[src/rtl/nic_output_packetizer_pkg.sv]
// Shared constants and FSM state type for the NIC output packetizer slice.
// NIC_CHANNEL_WIDTH stands in for the CHANNEL_WIDTH macro formerly pulled from system.vh.
package nic_output_packetizer_pkg;

    localparam int unsigned NIC_CHANNEL_WIDTH = 32;

    typedef enum logic {
        IDLE = 1'b0,
        SEND = 1'b1
    } pkt_state_t;

endpackage

[src/rtl/nic_result_fifo.sv]
// Small power-of-two FIFO holding {header, result} packets; push while full and pop while empty are ignored.
// Storage is intentionally not reset, only the pointers and count.
module nic_result_fifo #(
    parameter int unsigned WIDTH = 8,
    parameter int unsigned DEPTH = 2
) (
    input  logic                     clk,
    input  logic                     reset,
    input  logic                     push,
    input  logic                     pop,
    input  logic [WIDTH-1:0]         din,
    output logic [WIDTH-1:0]         dout,
    output logic                     full,
    output logic                     empty,
    output logic [$clog2(DEPTH):0]   count
);

    localparam int unsigned AW = $clog2(DEPTH);

    logic [WIDTH-1:0] mem [DEPTH];
    logic [AW-1:0]    wr_ptr;
    logic [AW-1:0]    rd_ptr;
    logic             do_push;
    logic             do_pop;

    assign full    = (count == (AW+1)'(DEPTH));
    assign empty   = (count == '0);
    assign do_push = push & ~full;
    assign do_pop  = pop & ~empty;
    assign dout    = mem[rd_ptr];

    always_ff @(posedge clk) begin
        if (do_push) begin
            mem[wr_ptr] <= din;
        end
    end

    always_ff @(posedge clk or negedge reset) begin
        if (!reset) begin
            wr_ptr <= '0;
            rd_ptr <= '0;
            count  <= '0;
        end else begin
            if (do_push) wr_ptr <= wr_ptr + 1'b1;
            if (do_pop)  rd_ptr <= rd_ptr + 1'b1;
            case ({do_push, do_pop})
                2'b10:   count <= count + 1'b1;
                2'b01:   count <= count - 1'b1;
                default: count <= count;
            endcase
        end
    end

endmodule

[src/rtl/nic_output_packetizer.sv]
// Serialises queued PE results into header + data flits toward the router under credit flow control.
// Flat ports are kept for drop-in use; nic_output_packetizer_if bundles the same signals for wrappers.
module nic_output_packetizer
    import nic_output_packetizer_pkg::*;
#(
    parameter int unsigned CHANNEL_WIDTH = NIC_CHANNEL_WIDTH,
    parameter int unsigned RESULT_WORDS  = 2,
    parameter int unsigned QUEUE_DEPTH   = 2,
    parameter int unsigned BUFFER_DEPTH  = 5
) (
    input  logic                                    clk,
    input  logic                                    reset,
    input  logic                                    done_strobe_din,
    input  logic [2*CHANNEL_WIDTH*RESULT_WORDS-1:0] result_din,
    input  logic [CHANNEL_WIDTH-1:0]                shifted_header_din,
    output logic                                    ready_dout,
    output logic                                    zero_credits_dout,
    output logic                                    overflow_dout,
    input  logic                                    credit_in_din,
    output logic [CHANNEL_WIDTH-1:0]                output_channel_dout
);

    localparam int unsigned FLITS = 2 * RESULT_WORDS;
    localparam int unsigned RW    = 2 * CHANNEL_WIDTH * RESULT_WORDS;
    localparam int unsigned QW    = CHANNEL_WIDTH + RW;
    localparam int unsigned IW    = $clog2(FLITS + 1);
    localparam int unsigned CRW   = $clog2(BUFFER_DEPTH + 1);
    localparam int unsigned CNTW  = $clog2(QUEUE_DEPTH) + 1;

    pkt_state_t          state;
    logic [IW-1:0]       idx;
    logic [CRW-1:0]      credits;

    logic [QW-1:0]       q_dout;
    logic [RW-1:0]       q_res;
    logic [CHANNEL_WIDTH-1:0] q_hdr;
    logic                q_full;
    logic                q_empty;
    logic [CNTW-1:0]     q_count;

    logic                push_acc;
    logic                has_credit;
    logic                send;
    logic                pop;
    logic                more_queued;
    logic                credit_after;
    logic [CHANNEL_WIDTH-1:0] flit_next;
    logic [CHANNEL_WIDTH-1:0] flits [FLITS+1];

    nic_result_fifo #(
        .WIDTH (QW),
        .DEPTH (QUEUE_DEPTH)
    ) u_fifo (
        .clk   (clk),
        .reset (reset),
        .push  (done_strobe_din),
        .pop   (pop),
        .din   ({shifted_header_din, result_din}),
        .dout  (q_dout),
        .full  (q_full),
        .empty (q_empty),
        .count (q_count)
    );

    assign q_hdr = q_dout[QW-1 -: CHANNEL_WIDTH];
    assign q_res = q_dout[RW-1:0];

    // Flit index 0 is the header; index j>0 is the (j-1)th CHANNEL_WIDTH slice of the result.
    assign flits[0] = q_hdr;
    for (genvar j = 0; j < FLITS; j++) begin : g_flit
        assign flits[j+1] = q_res[j*CHANNEL_WIDTH +: CHANNEL_WIDTH];
    end

    assign push_acc          = done_strobe_din & ~q_full;
    assign has_credit        = (credits != '0);
    assign more_queued       = (q_count > CNTW'(1)) || push_acc;
    assign credit_after      = (credits > CRW'(1)) || credit_in_din;
    assign ready_dout        = ~q_full;
    assign zero_credits_dout = ~has_credit;

    always_comb begin
        send      = 1'b0;
        pop       = 1'b0;
        flit_next = '0;
        case (state)
            IDLE: begin
                if (!q_empty && has_credit) begin
                    send      = 1'b1;
                    flit_next = q_hdr;
                end
            end
            SEND: begin
                if (has_credit) begin
                    send      = 1'b1;
                    flit_next = flits[idx];
                    pop       = (idx == IW'(FLITS));
                end
            end
        endcase
    end

    always_ff @(posedge clk or negedge reset) begin
        if (!reset) begin
            state               <= IDLE;
            idx                 <= '0;
            credits             <= CRW'(BUFFER_DEPTH);
            output_channel_dout <= '0;
            overflow_dout       <= 1'b0;
        end else begin
            output_channel_dout <= flit_next;
            if (done_strobe_din && q_full) overflow_dout <= 1'b1;

            case ({send, credit_in_din})
                2'b10:   credits <= credits - 1'b1;
                2'b01:   if (credits != CRW'(BUFFER_DEPTH)) credits <= credits + 1'b1;
                default: credits <= credits;
            endcase

            case (state)
                IDLE: begin
                    if (send) begin
                        state <= SEND;
                        idx   <= IW'(1);
                    end
                end
                SEND: begin
                    if (send && pop) begin
                        // Chain straight into the next header when the following packet can go out.
                        idx   <= '0;
                        state <= (more_queued && credit_after) ? SEND : IDLE;
                    end else if (send) begin
                        idx <= idx + 1'b1;
                    end
                end
            endcase
        end
    end

endmodule

[config.mk]
export PLATFORM = sky130hd
export DESIGN_NAME = nic_output_packetizer
export DESIGN_NICKNAME = d
export VERILOG_FILES = /design/src/rtl/nic_output_packetizer_pkg.sv /design/src/rtl/nic_result_fifo.sv /design/src/rtl/nic_output_packetizer.sv
export SDC_FILE = /design/constraint.sdc
export NUM_CORES = 1
export LEC_CHECK = 0
export CORE_ASPECT_RATIO = 1.4
export CORE_MARGIN = 3
export CORE_UTILIZATION = 54
export DETAILED_ROUTE_END_ITERATION = 6
export PLACE_DENSITY = 0.79
export SYNTH_ARGS = -nofsm -noshare
export SYNTH_HDL_FRONTEND = slang
export SYNTH_SLANG_ARGS = --single-unit
[constraint.sdc]
create_clock -name clk -period 9.4 [get_ports clk]
set_clock_uncertainty 0.05 [all_clocks]
set_input_delay 0.94 -clock clk [delete_from_list [all_inputs] [get_ports clk]]
set_output_delay 0.94 -clock clk [all_outputs]
set_load 0.1 [all_outputs]
=== Yosys cells after proc, flatten, opt, wreduce, memory -nomap -nowiden ===
Memory sizes are Yosys's and may differ from the RTL's.
Cells that the tools add are included.

* Register bits after elaboration: 44
* Bits in writable memories: 320
* Input port bits: 164
* Output and inout bits: 35
* Logic and storage cells: 73
* Memories: 1

* Add/subtract/negate cells: 7
* Order comparisons: 3
* Equality and inequality tests: 10
* Muxes and demuxes: 24
* Bitwise operators: 7
* Reductions and logical operators: 13

{| class="wikitable"
|+ Memory list
! name !! depth !! width !! read ports !! clocked after Yosys merged registers in !! wr ports !! RTL line !! text
|-
| u_fifo.mem || 2 || 160 || 1 || 0 || 1 || nic_result_fifo.sv:20 || <nowiki>logic [WIDTH-1:0] mem [DEPTH];</nowiki>
|}

{| class="wikitable"
|+ Operators with widths
! cell !! count
|-
| 32-bit 2-to-1 mux || 4
|-
| 32-bit binary-select mux with 3-bit select || 1
|-
| 32-bit one-hot mux with 2 select lines || 1
|-
| 3-bit 2-to-1 mux || 4
|-
| 3-bit one-hot mux with 2 select lines || 2
|-
| 1-bit 2-to-1 mux || 9
|-
| 3-bit by 1-bit adder with 3-bit output (second input constant) || 2
|-
| 2-bit equality test (second input constant) || 3
|-
| 2-bit by 1-bit equality test with 1-bit output (second input constant) || 2
|-
| 4-bit greater-or-equal comparator (second input constant) || 1
|-
| 1-bit logical AND || 4
|-
| 2-bit != test (second input constant) || 2
|-
| 1-bit NOT || 4
|-
| 3-bit NOT with 4-bit output || 1
|-
| 1-bit one-hot mux with 2 select lines || 2
|-
| 2-bit one-hot mux with 2 select lines || 1
|-
| 2-bit AND reduction || 2
|-
| 2-bit nonzero test || 2
|-
| 3-bit equality test (second input constant) || 1
|-
| 3-bit by 1-bit > comparator with 1-bit output (second input constant) || 1
|-
| 3-bit by 1-bit != test with 1-bit output (second input constant) || 1
|-
| 3-bit != test (second input constant) || 1
|-
| 3-bit nonzero test || 1
|-
| 3-bit by 1-bit subtractor with 3-bit output (second input constant) || 1
|-
| other kinds (8) || 11
|}

=== Depth between registers and ports, before layout ===
Gate-level depths: netlist (run 1).

* Word-level depth: 8
* Mapped depth: 9
* Mapped depth without buffers: 8

=== Modules after synthesis ===
A second synthesis (run 1) with hierarchy kept.

* Cell total of the unflattened synthesis: 723
* Area total of the unflattened synthesis: 14846.7 um^2

{| class="wikitable"
|+ Modules (own cells, without submodules)
! module !! times used !! cells each !! area each (um^2) !! sequential area each (um^2)
|-
| nic_result_fifo || 1 || 516 || 12101.6 || 9709.3
|-
| nic_output_packetizer || 1 || 207 || 2745.1 || 1003.5
|}

=== Least setup slack after synthesis (run 1) ===
No wires, ideal clock.

* Path kind: input -> register
* From: input port done_strobe_din
* To: memory u_fifo.mem[0][0] (netlist bit), enable pin
* Library setup time: 0.682 ns
* Arrival: 7.697 ns
* Required time: 8.668 ns
* Slack: 0.971 ns
* Stages: 2
* Buffers on the path: 0
* Cell sequence: nand2b_1 nor2_1

* Word-level cells in the longest chain between the ends: 3

{| class="wikitable"
|+ RTL lines
! what !! RTL line !! text
|-
| start: declaration || nic_output_packetizer.sv:13 || <nowiki>input logic done_strobe_din,</nowiki>
|-
| 1-bit bitwise AND || nic_result_fifo.sv:28 || <nowiki>assign do_push = push & ~full;</nowiki>
|-
| 1-bit 2-to-1 mux || nic_result_fifo.sv:33 || <nowiki>if (do_push) begin</nowiki>
|-
| 1-bit 2-to-1 mux (not written as such) || nic_result_fifo.sv:34 || <nowiki>mem[wr_ptr] <= din;</nowiki>
|-
| end: declaration || nic_result_fifo.sv:20 ||
|}

No other way between the ends.

=== Final worst setup path (run 1) ===
* From: register credits[1]
* To: output port zero_credits_dout

* Word-level cells in the longest chain between the ends: 2

{| class="wikitable"
|+ RTL lines
! what !! RTL line !! text
|-
| start: declaration || nic_output_packetizer.sv:32 || <nowiki>logic [CRW-1:0] credits;</nowiki>
|-
| start signal: assignment || nic_output_packetizer.sv:106 || <nowiki>credits <= CRW'(BUFFER_DEPTH);</nowiki>
|-
| start signal: assignment || nic_output_packetizer.sv:114 || <nowiki>2'b10: credits <= credits - 1'b1;</nowiki>
|-
| start signal: assignment || nic_output_packetizer.sv:115 || <nowiki>2'b01: if (credits != CRW'(BUFFER_DEPTH)) credits <= credits + 1'b1;</nowiki>
|-
| 3-bit nonzero test || nic_output_packetizer.sv:75 || <nowiki>assign has_credit = (credits != '0);</nowiki>
|-
| 1-bit NOT || nic_output_packetizer.sv:79 || <nowiki>assign zero_credits_dout = ~has_credit;</nowiki>
|-
| end: declaration || nic_output_packetizer.sv:17 || <nowiki>output logic zero_credits_dout,</nowiki>
|}

No other way between the ends.

==> results of run 1 <==
power by group through the flow:
stage | clock network (mW) | registers (mW) | logic, mW
2_1_floorplan | 0 | 2.94 | 1.24
3_3_place_gp | 0 | 2.41 | 2.20
3_5_place_dp | 0 | 2.44 | 2.24
4_1_cts | 1.38 | 2.41 | 2.25
5_1_grt | 1.45 | 2.44 | 2.37
6_report | 1.35 | 2.40 | 2.23
worst max-delay path, stage by stage (launching register included):
cell             delay (ns)
dfrtp_1                0.42
inv_1                  0.12
ha_1                   0.14
nor2b_2                0.41
clkdlybuf4s50_1        1.22
metrics by stage:
| step | cells | worst slack [ns] |
|---|---|---|
| after global placement | 1249 | 5.768 |
| after detailed placement | 1249 | 5.767 |
| after floorplan | 767 | 0.9708 |
| after CTS | 1311 | 5.593 |
| after global routing | 1313 | 5.477 |
| final | 1314 | 5.615 |
final timing paths:
check | startpoint | endpoint | cells after the start
worst min register to register | overflow_dout$_DFFE_PN0P_ | overflow_dout$_DFFE_PN0P_ | 1
worst max-delay path | credits[1]$_DFFE_PN0P_ | zero_credits_dout | 4
worst min-delay path | overflow_dout$_DFFE_PN0P_ | overflow_dout$_DFFE_PN0P_ | 1
min in group asynchronous | reset | output_channel_dout[5]$_DFF_PN0_ | 2
worst max register to register | u_fifo.count[0]$_DFFE_PN0P_ | u_fifo.mem[0][36]$_DFFE_PP_ | 6
max in group asynchronous | reset | u_fifo.rd_ptr$_DFFE_PN0P_ | 2
sequential cells by signal, indices dropped and copies added (netlist names):
signal / flops
idx: 3
u_fifo.mem: 320
output_channel_dout: 32
overflow_dout: 1
u_fifo.wr_ptr: 1
credits: 3
u_fifo.rd_ptr: 1
u_fifo.count: 2
state: 1
cells in the mapped netlist, drive strengths merged, types with 3 or more instances:
master,number
o21ai,6
o221ai,32
nand3,34
a22oi,64
clkbuf,6
xnor2,4
nor3,3
nand2,5
nor2b,4
edfxtp,320
ha,10
nor2,5
mux2i,162
buf,39
inv,9
dfrtp,42
cells by family (layout without fill, tap and decap cells):
logic type | Yosys count | in the layout
other | 0 | 3
buffers and inverters | 54 | 279
muxes | 162 | 162
DFF | 364 | 364
xor gates and xnor gates | 5 | 5
and+or+nand+nor | 61 | 61
adders and majority gates | 10 | 10
AOI/OAI and AO/OA | 111 | 111
per-layer routing:
layer / up-vias / track usage / share of wire
met2: 232 / 0.3556 / 0.53
met3: 59 / 0.03237 / 0.050
li1: 3487 / - / -
met4: 2 / 0.08383 / 0.033
met5: - / 0 / 0.00044
met1: 3830 / 0.2577 / 0.38
area by class of cell:
cell class,instances,area [um^2]
clock buffer,40,894.6
antenna,3,7.507
timing repair buffer,208,2064
multi-input combinational,349,3209
inverter,9,33.78
tap,319,399.1
clock inverter,22,207.7
sequential,364,10720
fill,1659,8108
==> results.yml, run 1 <==
synth:
  yosys.area_share.simple: 0.02436
  synth_area_um2: 14230
  syn-num-nets: 941
  synth_edf_count: 320
  synth_top_area_frac: 0.6755
  synthMuxAreaShare: 0.1140
  synth_compound_area_frac: 0.07168
  yosys.area_share.adder: 0.008795
  ys_types: 40
  post_synth.cell_area_avg_um2: 18.55
  synth_top_family_by_area: "multiplexers"
  ys_seq_area_frac: 0.7530
  syn_inst: 767
  synthArstFlopShare: 0.1209
  ys.flop_type: "edfxtp_1"
  synth_area_leader_cell: "edfxtp_1"
  synth-xor-area-share: 0.003078
  yosysWarnings: 0
  synth_area_leaders: "edfxtp_1 (68%), mux2i_1 (11%), dfrtp_1 (7.4%)"
  synth-seq-cells: 364
floorplanning:
  die_x_um: 143.2
  start_util: 0.5548
  chipHeight_um: 198.1
  io_pins: 199
  rows: 69
  dieArea_um2: 28360
  core_area_um2: 25640
clocking:
  path_clk_slew_ns: 0.06
  clock_latency_ns: 0.50
  cts_buffers: 35
  cts_max_path_buffers: 3
  tritoncts: "yes"
  ctsRootBufferMaster: "clkbuf_16"
  cts_resized: 0
  post_cts_buffers: 0
  htree_levels: 2
  holdBufCountCts: 0
  cts_sinks: 364
route:
  drt_iter0_markers: 420
  wire_per_inst_um: 22.54
  vias_per_cell: 5.791
  drt-total-wl_um: 29620
  drtAntennaViolNets: 0
  drtPass1Iterations: 4
  remaining_drc_errors: 0
  num_vias: 7610
grt:
  grt_max_degree: 137
  grtUsageTotal: 0.2051
  grt_pass1_wl_um: 44020
  grt_overflow_total: 0
  antenna_found_initial: 3
  grt_pass1_vias: 7955
pwr:
  p_leak_nw: 6.272
  vdd_drop_max_mv: 0.2714
  combPwrFrac: 0.373
  internal_power_mw: 3.780
  pwr-share-seq: 0.401
  p_sw_mw: 2.209
  p_clk_frac: 0.226
  power_density_nw_per_um2: 341.6
  switching_share: 0.3688
  power.total_mw: 5.989
critical_path:
  arrival_ns: 2.79
  cp.required_ns: 8.41
  critPathLaunchType: "register"
  critPathMaxFanout: 11
  path_class: "reg -> out"
  crit_path_end_kind: "primary output"
  reg2reg_slack_ns: 6.46
min_path:
  hold_path_class: "reg -> reg"
sta:
  rsz0062_at_grt: "false"
  fin_crit_ns: 3.785
  fmax_mhz: 264.2
  slew_headroom: 0.2707
  hold_viol: 0
  holdWs_ns: 0.4291
  tightest_slew_ns: 1.094
  setup_tns_ns: 0
  slew_violations: 0
  setup-violations-final: 0
  fin_crit_sh: 0.4027
place:
  placed_area_um2: 16420
  gp_congestion: 0.7272
  portBuffers: 198
  dp_hpwl_um: 17820
finish:
  layout.nets: 1141
  layout-drive-gt1-share: 0.1018
  layout_common_cells: "edfxtp_1 (320), clkdlybuf4s50_1 (197), mux2i_1 (162), a22oi_1 (64), dfrtp_1 (41)"
  utilization: 0.6838
  stdcell_area_um2: 17530
  syn_to_final_growth_pct: 23.25
  final_common_cell: "edfxtp_1"
outcome:
  status: "finished clean"
flow_run:
  drv_cap: 0
Note: power is estimated with default switching activity, not from simulation.
==> run 2: changes to the inputs <==
==> constraint.sdc (replaced) <==
create_clock -name clk -period 3.7 [get_ports clk]
set_clock_uncertainty 0.05 [all_clocks]
set_input_delay 0.37 -clock clk [delete_from_list [all_inputs] [get_ports clk]]
set_output_delay 0.37 -clock clk [all_outputs]
set_load 0.1 [all_outputs]
==> run 2 against run 1 <==
  * Critical path depth unchanged
  * Flip-flop and latch count unchanged
  * Count of clock-buffer cells in the layout up 7
  * Cell count up 0.30%
  * Clock power rose to 2.5 times the previous value
  * Combinational power rose to 2.6 times the previous value
  * Sequential power rose to 2.6 times the previous value
  * Routed wire length up 1.5%
  * Register-to-register slack worse by 5.3 ns
  * Total power rose to 2.6 times the previous value
  * Largest cell class unchanged
  * Largest power group unchanged
  * Highest routed layer unchanged
==> results.yml, run 2 (same netlist as run 1, synthesis figures left out) <==
critical_path:
  rr_worst_depth: 6
  cp.required_ns: 3.28
  cp_cell_sequence: "inv_1 > ha_1 > inv_1 > clkdlybuf4s50_1"
  critPathBufInv: 3
  critPathMaxFanout: 3
  crit_path_frequent_cell: "inv_1"
  path_delay_family: "buffers and inverters"
  path_class: "reg -> out"
  cp.depth: 4
  arrival_ns: 2.44
  max_stage_delay_ns: 1.15
  crit_path_end_kind: "primary output"
  critPathLaunchType: "register"
  critPathSlowestCell: "clkdlybuf4s50_1"
place:
  portBuffers: 198
  dp_cells: 1255
  gp_congestion: 0.7587
  dp_hpwl_um: 19140
  placed_area_um2: 16590
route:
  drtPass1Iterations: 5
  vias_per_cell: 5.837
  num_vias: 7693
  drtAntennaViolNets: 0
  remaining_drc_errors: 0
  drt_iter0_markers: 449
  wire_per_inst_um: 22.82
  drt-total-wl_um: 30070
pwr:
  power_density_nw_per_um2: 869.3
  switching_share: 0.3702
  p_leak_nw: 6.339
  pwr-share-seq: 0.401
  power.total_mw: 15.38
  p_sw_mw: 5.694
  vdd_drop_max_mv: 0.5679
  internal_power_mw: 9.684
  combPwrFrac: 0.378
  p_clk_frac: 0.221
finish:
  final_common_cell: "edfxtp_1"
  top_regs: "u_fifo.mem (320), output_channel_dout (32)"
  syn_to_final_growth_pct: 24.35
  stdcell_count: 1318
  largest-register: "u_fifo.mem"
  stdcell_area_um2: 17690
  layout.nets: 1147
  largest_reg_flops: 320
  layout_common_cells: "edfxtp_1 (320), clkdlybuf4s50_1 (196), mux2i_1 (162), a22oi_1 (64), dfrtp_1 (41)"
  layout-drive-gt1-share: 0.1103
sta:
  tightest_slew_ns: 1.093
  fin_crit_sh: 0.7725
  rsz0062_at_grt: "false"
  setup_tns_ns: 0
  fmax_mhz: 349.9
  holdWs_ns: 0.3897
  slew_headroom: 0.2691
  setup-violations-final: 0
  hold_viol: 0
  slew_violations: 0
  fin_crit_ns: 2.858
clocking:
  htree_levels: 2
  cts_max_path_buffers: 3
  tritoncts: "yes"
  ctsRootBufferMaster: "clkbuf_16"
  cts_sinks: 364
  clock_latency_ns: 0.50
  cts_buffers: 34
  path_clk_slew_ns: 0.06
floorplanning:
  rows: 69
  start_util: 0.5548
  die_x_um: 143.2
  dieArea_um2: 28360
  chipHeight_um: 198.1
  io_pins: 199
  core_area_um2: 25640
grt:
  grtUsageTotal: 0.2114
  grt_overflow_total: 0
  grt_pass1_vias: 8223
  grt_max_degree: 86
  antenna_found_initial: 3
  grt_pass1_wl_um: 45580
outcome:
  status: "finished clean"
min_path:
  hold_path_class: "in -> reg"
  hold_depth: 1
flow_run:
  drv_cap: 0
[run 2: cell count changes in the layout (fill, tap and decap cells not counted), sizes merged]
| cell | before | now |
|---|---|---|
| dlygate4sd3 | 0 | 1 |
| buf | 11 | 18 |
| bufinv | 4 | 3 |
| clkinv | 15 | 7 |
| clkbuf | 40 | 47 |
| clkdlybuf4s50 | 197 | 196 |
| diode | 3 | 2 |
[run 2: layout make-up]
cell class / instances / area, um^2
diodes: 2 / 5.005
clock buffers: 47 / 940.9
clock inverters: 13 / 147.6
fillers: 1656 / 7951
inverters: 9 / 33.78
multi-input cells: 349 / 3217
flip-flops and latches: 364 / 10720
well taps: 319 / 399.1
repair buffers: 215 / 2230
[run 2: power groups by stage]
stage,Combinational (mW),Clock [mW],Sequential (mW)
5_1_grt,6.19,3.63,6.25
3_3_place_gp,5.69,0,6.20
6_report,5.82,3.40,6.16
3_5_place_dp,5.82,0,6.24
4_1_cts,5.87,3.47,6.17
2_1_floorplan,3.15,0,7.31
[run 2: through the flow]
| step | setup WS [ns] | util |
|---|---|---|
| final | 0.8419 | 0.6899 |
| after global routing | 0.7732 | 0.6899 |
| after CTS | 0.8331 | 0.6897 |
| after detailed placement | 1.161 | 0.6469 |
| after global placement | 1.217 | 0.6469 |
| after floorplan | 0.05521 | - |
[run 2: repair_timing]
| item | in CTS | in global routing |
|---|---|---|
| hold endpoints to repair | 28 | 0 |
| buffers inserted | 0 | 0 |
| hold buffers | 1 | 0 |
| gates resized for setup | 0 | 0 |
[run 2: per-layer routing]
metal	wire length, um	GRT usage	up-vias
met4	923	0.07890	2
met3	1761	0.03503	62
met2	16320	0.3756	275
li1	-	-	3501
met5	11	0	-
met1	11060	0.2592	3853
[run 2: final timing paths]
| check | slack [ns] | start | end |
|---|---|---|---|
| max | 0.84 | u_fifo.count[0]$_DFFE_PN0P_ | ready_dout |
| min | 0.39 | result_din[72] | u_fifo.mem[1][72]$_DFFE_PP_ |
| max reg2reg | 1.14 | credits[0]$_DFFE_PN1P_ | output_channel_dout[18]$_DFF_PN0_ |
| min reg2reg | 0.41 | overflow_dout$_DFFE_PN0P_ | overflow_dout$_DFFE_PN0P_ |
| max in group asynchronous | 2.30 | reset | credits[2]$_DFFE_PN1P_ |
| min in group asynchronous | 0.46 | reset | overflow_dout$_DFFE_PN0P_ |
[run 2: worst register-to-register path, delay by kind of cell, from the launching register on]
family	cells	cell delay [ns]
buffers and inverters	2	0.46
flip-flops	1	0.56
AO/OA/AOI/OAI	1	0.25
AND/OR/NAND/NOR	2	0.94
adder cells (fa/ha/maj)	1	0.19
==> edit: new RTL, config.mk and constraints of run 2 <==
`output_channel_dout` no longer has a reset.
--- a/src/rtl/nic_output_packetizer.sv
+++ b/src/rtl/nic_output_packetizer.sv
@@ -104,10 +104,8 @@
             state               <= IDLE;
             idx                 <= '0;
             credits             <= CRW'(BUFFER_DEPTH);
-            output_channel_dout <= '0;
             overflow_dout       <= 1'b0;
         end else begin
-            output_channel_dout <= flit_next;
             if (done_strobe_din && q_full) overflow_dout <= 1'b1;
 
             case ({send, credit_in_din})
@@ -136,5 +134,9 @@
         end
     end
 
+    always_ff @(posedge clk) begin
+        output_channel_dout <= flit_next;
+    end
+
 endmodule
 
Function: differs if reset is asserted again (counterexample within 4 cycles, from zero or initial values and one cycle with reset low); with reset held inactive, the same outputs for 4 cycles.
==> edit against run 2 <==
  * Count of clock-buffer cells in the layout up 5
  * Wire length down 3.8%
  * Design area down 1.6%
  * Sequential cell count unchanged
  * Total power down 1.8%
  * Synthesized area down 1.1%
  * Setup slack better by 0.0026 ns
  * Core utilization down 0.88 points
  * Highest routed layer unchanged
==> edit: results (changes against run 2) <==
[global_routing]
grt_use_total_pct = 20.13  ; was 21.14%
grt_pass1_vias = 7924  ; was 8,223
grt_max_degree = 87  ; was 86
grt_pass1_wl_um = 43300  ; was 45,580 um

[layout]
drive_above_1_share_pct = 10.30  ; was 11.03%
area_growth_pct = 23.74  ; was 24.35%
nNetsFinal = 1139  ; was 1,147

[placement]
place_hpwl_um = 18100  ; was 19,140 um
dp_slack_ns = 1.109  ; was 1.161 ns
postPlaceCellArea_mm2 = 0.01634  ; was 0.01659 mm^2
dp_cells = 1248  ; was 1,255
routabilityCongestion = 0.8018  ; was 0.7587

[timing]
max_slew_margin_pct = 24.51  ; was 26.91%
hold_ws_ns = 0.2063  ; was 0.3897 ns
fin_ws_ns = 0.8444  ; was 0.8419 ns

[pwr]
ir_worst_vdd_mv = 0.4500  ; was 0.5679 mV
pg_seq_mw = 6.14  ; was 6.16 mW
leakage_nw = 6.164  ; was 6.339 nW
comb_power_mw = 5.69  ; was 5.82 mW
internal_power_mw = 9.518  ; was 9.684 mW
p_sw_mw = 5.584  ; was 5.694 mW

[worst_setup_path]
rr_startpoint = credits[1]  ; was credits[0]
r2r_end = output_channel_dout[31]  ; was output_channel_dout[18]

[routing]
drt-wirelength-per-cell_um = 22.07  ; was 22.82 um
avgViaCountPerCell = 5.747  ; was 5.837
first_iter_violations = 418  ; was 449
finalWirelength_um = 28920  ; was 30,070 um
dr.pass1.iters = 4  ; was 5

[synth]
async_flop_share_pct = 3.297  ; was 12.09%
ys_seq_area_share_pct = 75.02  ; was 75.30%
ys_types = 41  ; was 40
synth_common_cells = 320 x edfxtp_1, 162 x mux2i_1, 64 x a22oi_1  ; unchanged

[status]
run_status = complete, no violations  ; unchanged

[min_path]
worstHoldPathType = in2async  ; was in2reg

edit: cell types whose count changed after synthesis, sizes merged:
cell   delta
dfxtp    +32
dfrtp    -32
edit: critical path: stages, from the launching register on:
cell and delay (ns):
dfrtp_1 0.39, inv_1 0.08, ha_1 0.22, inv_1 0.10, clkdlybuf4s50_1 1.14
edit: final cells by class:
class	instances	share of cell area, %
diodes	1	0.01438
well taps	319	2.293
repair buffers	207	12.26
inverters	9	0.1941
flip-flops and latches	364	60.65
multi-input cells	349	18.48
clock buffers	52	5.808
clock inverters	9	0.2947
edit: per-layer routing:
layer  part of all wire, %  GRT usage (%)  vias to the layer above  wire, um
met5                 0.093              0                        -        27
met4                   3.1          6.869                        4       889
met3                   6.0          3.981                       58      1722
met2                    54          36.58                      243     15560
met1                    37          23.78                     3742     10720
li1                      -              -                     3481         -
edit: cell families after synthesis:
group | synth area share [%]
mux | 11.53
flops | 75.02
buf+inv | 2.535
compound gates | 7.250
simple gates | 2.464
xor+xnor | 0.3113
fa+ha+maj | 0.8895
